[config.mk]
export PLATFORM = sky130hd
export DESIGN_NAME = flash_wip_poll
export DESIGN_NICKNAME = d
export VERILOG_FILES = /design/src/rtl/flash_spi_pkg.sv /design/src/rtl/spi_mode0_byte.sv /design/src/rtl/flash_wip_poll.sv
export SDC_FILE = /design/constraint.sdc
export NUM_CORES = 1
export LEC_CHECK = 0
export ABC_AREA = 1
export CAP_MARGIN = 20
export CORE_MARGIN = 2
export CORE_UTILIZATION = 30
export DETAILED_ROUTE_END_ITERATION = 6
export PLACE_DENSITY = 0.45
export SYNTH_ARGS = -nofsm -noshare
export SYNTH_HDL_FRONTEND = slang
export SYNTH_HIERARCHICAL = 1
export SYNTH_SLANG_ARGS = --single-unit
[constraint.sdc]
create_clock -name sys_clk -period 1.8 [get_ports sys_clk]
set_input_delay 0.45 -clock sys_clk [delete_from_list [all_inputs] [get_ports sys_clk]]
set_output_delay 0.45 -clock sys_clk [all_outputs]
set_load 0.03 [all_outputs]
[src/rtl/flash_spi_pkg.sv]
// Shared SPI flash constants and the state encoding of the WIP polling sequencer.
package flash_spi_pkg;

  localparam logic [7:0] INST_WREN = 8'h06;
  localparam logic [7:0] INST_BE   = 8'hC7;
  localparam logic [7:0] INST_RDSR = 8'h05;

  localparam int WIP_BIT = 0;

  typedef enum logic [2:0] {
    ST_IDLE,
    ST_CS_SETUP,
    ST_SEND_INST,
    ST_READ_SR,
    ST_CS_HOLD,
    ST_GAP
  } poll_state_t;

endpackage

[src/rtl/spi_mode0_byte.sv]
// SPI mode-0 byte engine: one byte out on mosi and one in from miso, CLK_DIV sys_clk per bit.
module spi_mode0_byte #(
  parameter int CLK_DIV = 4
) (
  input  logic       sys_clk,
  input  logic       sys_rst,
  input  logic       load,
  input  logic [7:0] tx_byte,
  input  logic       miso,
  output logic       sck,
  output logic       mosi,
  output logic       bit_done,
  output logic       byte_done,
  output logic [7:0] rx_byte
);

  localparam int             PH_W    = $clog2(CLK_DIV);
  localparam logic [PH_W-1:0] PH_LAST = PH_W'(CLK_DIV - 1);
  localparam logic [PH_W-1:0] PH_RISE = PH_W'(CLK_DIV / 2);

  logic            active;
  logic [PH_W-1:0] phase;
  logic [PH_W-1:0] phase_nx;
  logic [2:0]      bit_idx;
  logic [7:0]      tx_sh;

  assign phase_nx  = phase + PH_W'(1);
  assign bit_done  = active && (phase == PH_LAST);
  assign byte_done = bit_done && (bit_idx == 3'd7);

  // A load on the last cycle of a byte chains straight into the next byte.
  always_ff @(posedge sys_clk or posedge sys_rst) begin
    if (sys_rst) begin
      active  <= 1'b0;
      phase   <= '0;
      bit_idx <= '0;
      tx_sh   <= '0;
      rx_byte <= '0;
      sck     <= 1'b0;
      mosi    <= 1'b0;
    end else if (load) begin
      active  <= 1'b1;
      phase   <= '0;
      bit_idx <= '0;
      tx_sh   <= {tx_byte[6:0], 1'b0};
      mosi    <= tx_byte[7];
      sck     <= 1'b0;
    end else if (active) begin
      if (phase == PH_LAST) begin
        phase <= '0;
        sck   <= 1'b0;
        if (bit_idx == 3'd7) begin
          active <= 1'b0;
          mosi   <= 1'b0;
        end else begin
          bit_idx <= bit_idx + 3'd1;
          mosi    <= tx_sh[7];
          tx_sh   <= {tx_sh[6:0], 1'b0};
        end
      end else begin
        phase <= phase_nx;
        sck   <= (phase_nx >= PH_RISE);
        // miso is captured on the same sys_clk edge that raises sck.
        if (phase_nx == PH_RISE) begin
          rx_byte <= {rx_byte[6:0], miso};
        end
      end
    end
  end

endmodule

[src/rtl/flash_wip_poll.sv]
// Polls the flash status register with RDSR frames until WIP clears or the poll budget runs out.
module flash_wip_poll
  import flash_spi_pkg::*;
#(
  parameter int          CLK_DIV       = 4,
  parameter int          GAP_CLK       = 32,
  parameter logic [23:0] TIMEOUT_POLLS = 24'd10_000_000,
  parameter logic [7:0]  RDSR_INST     = INST_RDSR
) (
  input  logic       sys_clk,
  input  logic       sys_rst,
  input  logic       start,
  input  logic       miso,
  output logic       sck,
  output logic       cs_n,
  output logic       mosi,
  output logic       busy,
  output logic       done,
  output logic       timeout,
  output logic [7:0] status
);

  localparam int TMR_MAX = (GAP_CLK > CLK_DIV) ? GAP_CLK : CLK_DIV;
  localparam int TMR_W   = $clog2(TMR_MAX) + 1;
  localparam logic [TMR_W-1:0] LAST_DIV = TMR_W'(CLK_DIV - 1);
  localparam logic [TMR_W-1:0] LAST_GAP = TMR_W'(GAP_CLK - 1);

  function automatic logic [23:0] sat_inc(input logic [23:0] v);
    return (v == 24'hFF_FFFF) ? v : v + 24'd1;
  endfunction

  poll_state_t      state_q, state_d;
  logic [TMR_W-1:0] tmr_q, tmr_d;
  logic [23:0]      poll_q, poll_d, poll_inc;
  logic             cs_n_d, busy_d, done_d, timeout_d;
  logic [7:0]       status_d;

  logic       load;
  logic [7:0] tx_byte;
  logic       bit_done, byte_done, byte_end;
  logic [7:0] rx_byte;

  spi_mode0_byte #(.CLK_DIV(CLK_DIV)) u_byte (
    .sys_clk   (sys_clk),
    .sys_rst   (sys_rst),
    .load      (load),
    .tx_byte   (tx_byte),
    .miso      (miso),
    .sck       (sck),
    .mosi      (mosi),
    .bit_done  (bit_done),
    .byte_done (byte_done),
    .rx_byte   (rx_byte)
  );

  assign byte_end = bit_done && byte_done;
  assign poll_inc = sat_inc(poll_q);

  always_ff @(posedge sys_clk or posedge sys_rst) begin
    if (sys_rst) begin
      state_q <= ST_IDLE;
      tmr_q   <= '0;
      poll_q  <= '0;
      cs_n    <= 1'b1;
      busy    <= 1'b0;
      done    <= 1'b0;
      timeout <= 1'b0;
      status  <= 8'h00;
    end else begin
      state_q <= state_d;
      tmr_q   <= tmr_d;
      poll_q  <= poll_d;
      cs_n    <= cs_n_d;
      busy    <= busy_d;
      done    <= done_d;
      timeout <= timeout_d;
      status  <= status_d;
    end
  end

  // Next-state logic also produces the registered output values for the next cycle.
  always_comb begin
    state_d   = state_q;
    tmr_d     = tmr_q;
    poll_d    = poll_q;
    cs_n_d    = cs_n;
    busy_d    = busy;
    done_d    = 1'b0;
    timeout_d = 1'b0;
    status_d  = status;
    load      = 1'b0;
    tx_byte   = RDSR_INST;
    unique case (state_q)
      ST_IDLE: begin
        cs_n_d = 1'b1;
        busy_d = 1'b0;
        if (start) begin
          state_d = ST_CS_SETUP;
          tmr_d   = '0;
          poll_d  = '0;
          cs_n_d  = 1'b0;
          busy_d  = 1'b1;
        end
      end
      ST_CS_SETUP: begin
        if (tmr_q == LAST_DIV) begin
          load    = 1'b1;
          tx_byte = RDSR_INST;
          tmr_d   = '0;
          state_d = ST_SEND_INST;
        end else begin
          tmr_d = tmr_q + TMR_W'(1);
        end
      end
      ST_SEND_INST: begin
        if (byte_end) begin
          load    = 1'b1;
          tx_byte = 8'h00;
          state_d = ST_READ_SR;
        end
      end
      ST_READ_SR: begin
        if (byte_end) begin
          status_d = rx_byte;
          tmr_d    = '0;
          state_d  = ST_CS_HOLD;
        end
      end
      ST_CS_HOLD: begin
        if (tmr_q == LAST_DIV) begin
          tmr_d  = '0;
          cs_n_d = 1'b1;
          if (!status[WIP_BIT]) begin
            done_d  = 1'b1;
            busy_d  = 1'b0;
            state_d = ST_IDLE;
          end else begin
            poll_d = poll_inc;
            if (poll_inc >= TIMEOUT_POLLS) begin
              timeout_d = 1'b1;
              busy_d    = 1'b0;
              state_d   = ST_IDLE;
            end else begin
              state_d = ST_GAP;
            end
          end
        end else begin
          tmr_d = tmr_q + TMR_W'(1);
        end
      end
      ST_GAP: begin
        if (tmr_q == LAST_GAP) begin
          tmr_d   = '0;
          cs_n_d  = 1'b0;
          state_d = ST_CS_SETUP;
        end else begin
          tmr_d = tmr_q + TMR_W'(1);
        end
      end
      default: begin
        state_d = ST_IDLE;
        cs_n_d  = 1'b1;
        busy_d  = 1'b0;
      end
    endcase
  end

endmodule

==> results.toml <==
[floorplanning]
die_area_sq_mm = 0.0142
rows = 42
die_y_microns = 119
coreArea_sq_mm = 0.0131
start_util = 0.303
io_pins = 18
die_w_microns = 119

[place]
gp_congestion = 0.864
place_area_sq_mm = 0.00521
dpl.hpwl_mm = 8.22
io_buffers = 17

[timing]
maxSlewViolCount = 0
rsz0062_at_grt = "yes"
finalHoldViolCount = 0
fmax_mhz = 487
setup_viol = 30
fin_crit_sh = 1.14
finClkSkew_ps = 5.85
finalWorstSetupSlack_ps = -255
fin_crit_ps = 2060

[synth]
synth.yosys.seq_area_share = 0.423
synthMuxAreaShare = 0.0199
synthFlopType = "dfrtp_1"
synth.cell_area_sq_mm = 0.00397
synth_compound_area_frac = 0.0804
syn_inst = 549
yosysUniqueCellTypes = 39
yosysMostFrequentCell = "nand2_1"
yosys_warnings = 6
synth_edf_count = 0
synth_top_family_by_area = "simple AND/OR/NAND/NOR gates"
netlist.top_cell.by_area = "dfrtp_1"
synth_adder_area_share = 0.0189
async_flop_share = 1.00
synth-seq-cells = 67
synth_xor_area_frac = 0.0110
synth_area_leaders = "dfrtp_1 (42%), nand2_1 (17%), nand3_1 (6.9%), inv_1 (6.1%), nor2_1 (5.3%)"
syn_area_per_cell_sq_um = 7.23
synth-simple-area-share = 0.367
synthDominantCellAreaShare = 0.416
synthTopCellsByCount = "nand2_1 (177), dfrtp_1 (66), inv_1 (65)"

[status]
violations = "negative setup slack"
status = "finished with violations"

[global_routing]
grt_first_pass_wirelength_mm = 20.2
grt_pass1_vias = 4138
antenna_found_initial = 0
grt-ovfl-total = 0
track_usage = 0.179
grt_start_max_net_pins = 24

[detailed_routing]
wirelength_mm = 12.1
firstDrtPassIters = 4
drc = 0
postRouteAntennaNets = 0
num_vias = 4059
via_per_inst = 4.54
wl_per_cell_microns = 13.5
drtIter0Drc = 175

[clock_tree]
htreeDepth = 3
clock_sinks = 67
clock_path_buffers = 2
clkTransAtPathRegs_ps = 60
cts_tree = "built"
insertion_delay_ps = 340
cts_inserted_buffers = 9
root_buffer = "clkbuf_16"

[power]
power_frac_clock = 0.243
combPwrFrac = 0.474
power_switching_share = 0.391
intPower_mw = 4.65
sequentialPowerShare = 0.283
powerDensity_mw_per_mm2 = 1180
irDropWorstVdd_mv = 0.658
switching_power_mw = 2.98
leakage_nw = 3.11

[critical_path]
cp-start-kind = "register"
cp_max_fo = 17
crit_arrival_ps = 2290
required_ps = 2030
end_kind = "register"
crit_type = "register to register"

[finish]
design_area_sq_mm = 0.00646
layout-drive-gt1-share = 0.441
area_growth_pct = 62.8
multiInputGateArea_sq_mm = 0.00261
regArea_sq_mm = 0.00168
final_util = 0.494
num-nets-final = 724
fill_cells = 1254
antennaDiodeCount = 0

[min_path]
hold_class = "input port to asynchronous set/reset pin"

[job]
maxCapViolations = 0
==> stage by stage <==
step	setup slack (ps)	cells	TNS [ps]	hold slack, ps	power (mW)
2_1_floorplan	-90.2	554	-1570	438	3.56
3_3_place_gp	-396	850	-7070	457	4.67
3_5_place_dp	-361	850	-8030	463	4.72
4_1_cts	-255	888	-3850	366	7.33
5_1_grt	-415	895	-8420	378	8.15
6_report	-255	895	-3860	363	7.64
==> what timing repair did <==
action / CTS / global route
pin swaps: 32 / 29
resized for setup: 129 / 82
hold buffers: 0 / 0
setup buffers: 19 / 10
endpoints found under the setup margin: 74 / 66
cloned: 4 / 0
==> worst max-delay path: stages, from the launching register on <==
cell,delay (ps)
dfrtp_1,410
ha_4,170
inv_2,50
nor2_4,100
nand2_2,90
nor2_4,160
nand2_8,130
buf_4,170
nand3_2,70
inv_1,70
a21oi_2,160
nor2_2,90
nand3_2,100
nand2_1,50
nand2_1,60
nand2_1,50
==> per-layer routing <==
layer | up-vias | track usage | wire length, microns
met2 | 50 | 0.283 | 5720
met1 | 1912 | 0.240 | 5790
met5 | - | 0 | 0
met3 | 15 | 0.0383 | 338
met4 | 0 | 0.0655 | 256
li1 | 2082 | - | -
==> cells in the final DEF (no fill, tap or decap), types with 4 or more instances in the layout <==
master,netlist,final
o21ai_1,1,5
nor2_4,3,10
a21oi_2,1,5
nand3_2,2,18
nand2_4,5,11
o21ai_2,1,6
nand3_4,0,4
nand2_1,177,141
nand2_8,0,6
nand4_1,4,4
inv_1,65,52
a21oi_1,11,7
inv_2,7,16
nand2_2,8,33
buf_6,2,22
clkdlybuf4s50_1,0,5
dlygate4sd2_1,0,12
dfrtp_1,66,64
nor2_1,56,36
o21ai_0,25,15
clkbuf_16,0,9
conb_1,1,6
buf_4,1,107
xor2_1,5,5
nand3_1,55,35
mux2_4,0,5
buf_12,0,5
nor2_2,9,22
o22ai_2,0,9
==> state kept, by name (all words and copies together) (netlist names) <==
| name | count |
|---|---|
| poll_q | 24 |
| status | 8 |
| u_byte/rx_byte | 8 |
| u_byte/tx_sh | 7 |
| tmr_q | 6 |
| state_q | 3 |
| u_byte/bit_idx | 3 |
| busy | 1 |
| cs_n | 1 |
| done | 1 |
| timeout | 1 |
| u_byte/active | 1 |
| u_byte/mosi | 1 |
| u_byte/phase | 1 |
| u_byte/sck | 1 |
==> worst paths after layout <==
check | startpoint | endpoint | slack, ps | cells past startpoint
worst max-delay path | poll_q[0]$_DFFE_PP0P_ | state_q[0]$_DFFE_PP0P_ | -260 | 15
min in group sys_clk | u_byte/tx_sh[7]$_DFFE_PP0P_ | u_byte/tx_sh[7]$_DFFE_PP0P_ | 490 | 2
worst max register to register | poll_q[0]$_DFFE_PP0P_ | state_q[0]$_DFFE_PP0P_ | -260 | 15
max in group asynchronous | sys_rst | poll_q[12]$_DFFE_PP0P_ | 940 | 3
worst min-delay path | sys_rst | status[1]$_DFFE_PP0P_ | 360 | 2
worst min register to register | u_byte/tx_sh[7]$_DFFE_PP0P_ | u_byte/tx_sh[7]$_DFFE_PP0P_ | 490 | 2
==> kinds of logic (layout without fill, tap and decap cells) <==
family,after synthesis,count (layout)
AND/OR/NAND/NOR,329,330
buffers and inverters,78,242
flip-flops,67,67
AO/OA/AOI/OAI,56,56
multiplexers,7,7
adder cells (fa/ha/maj),6,6
XOR/XNOR,5,5
other,1,6
==> cell type report <==
type,instances,share of cell area
clock buffer,12,0.0397
clock inverter,4,0.00755
inverter,72,0.0438
multi-input combinational,410,0.403
sequential,67,0.260
tap,176,0.0341
timing repair buffer,154,0.211
==> power by group through the flow <==
stage | clock, mW | sequential [mW] | combinational, mW
floorplan | 0 | 2.16 | 1.40
global placement | 0 | 2.10 | 2.58
detailed placement | 0 | 2.10 | 2.61
CTS | 1.90 | 2.12 | 3.31
global route | 1.96 | 2.21 | 3.98
finish | 1.86 | 2.16 | 3.62
No activity file was read; power rests on OpenSTA's default activity.
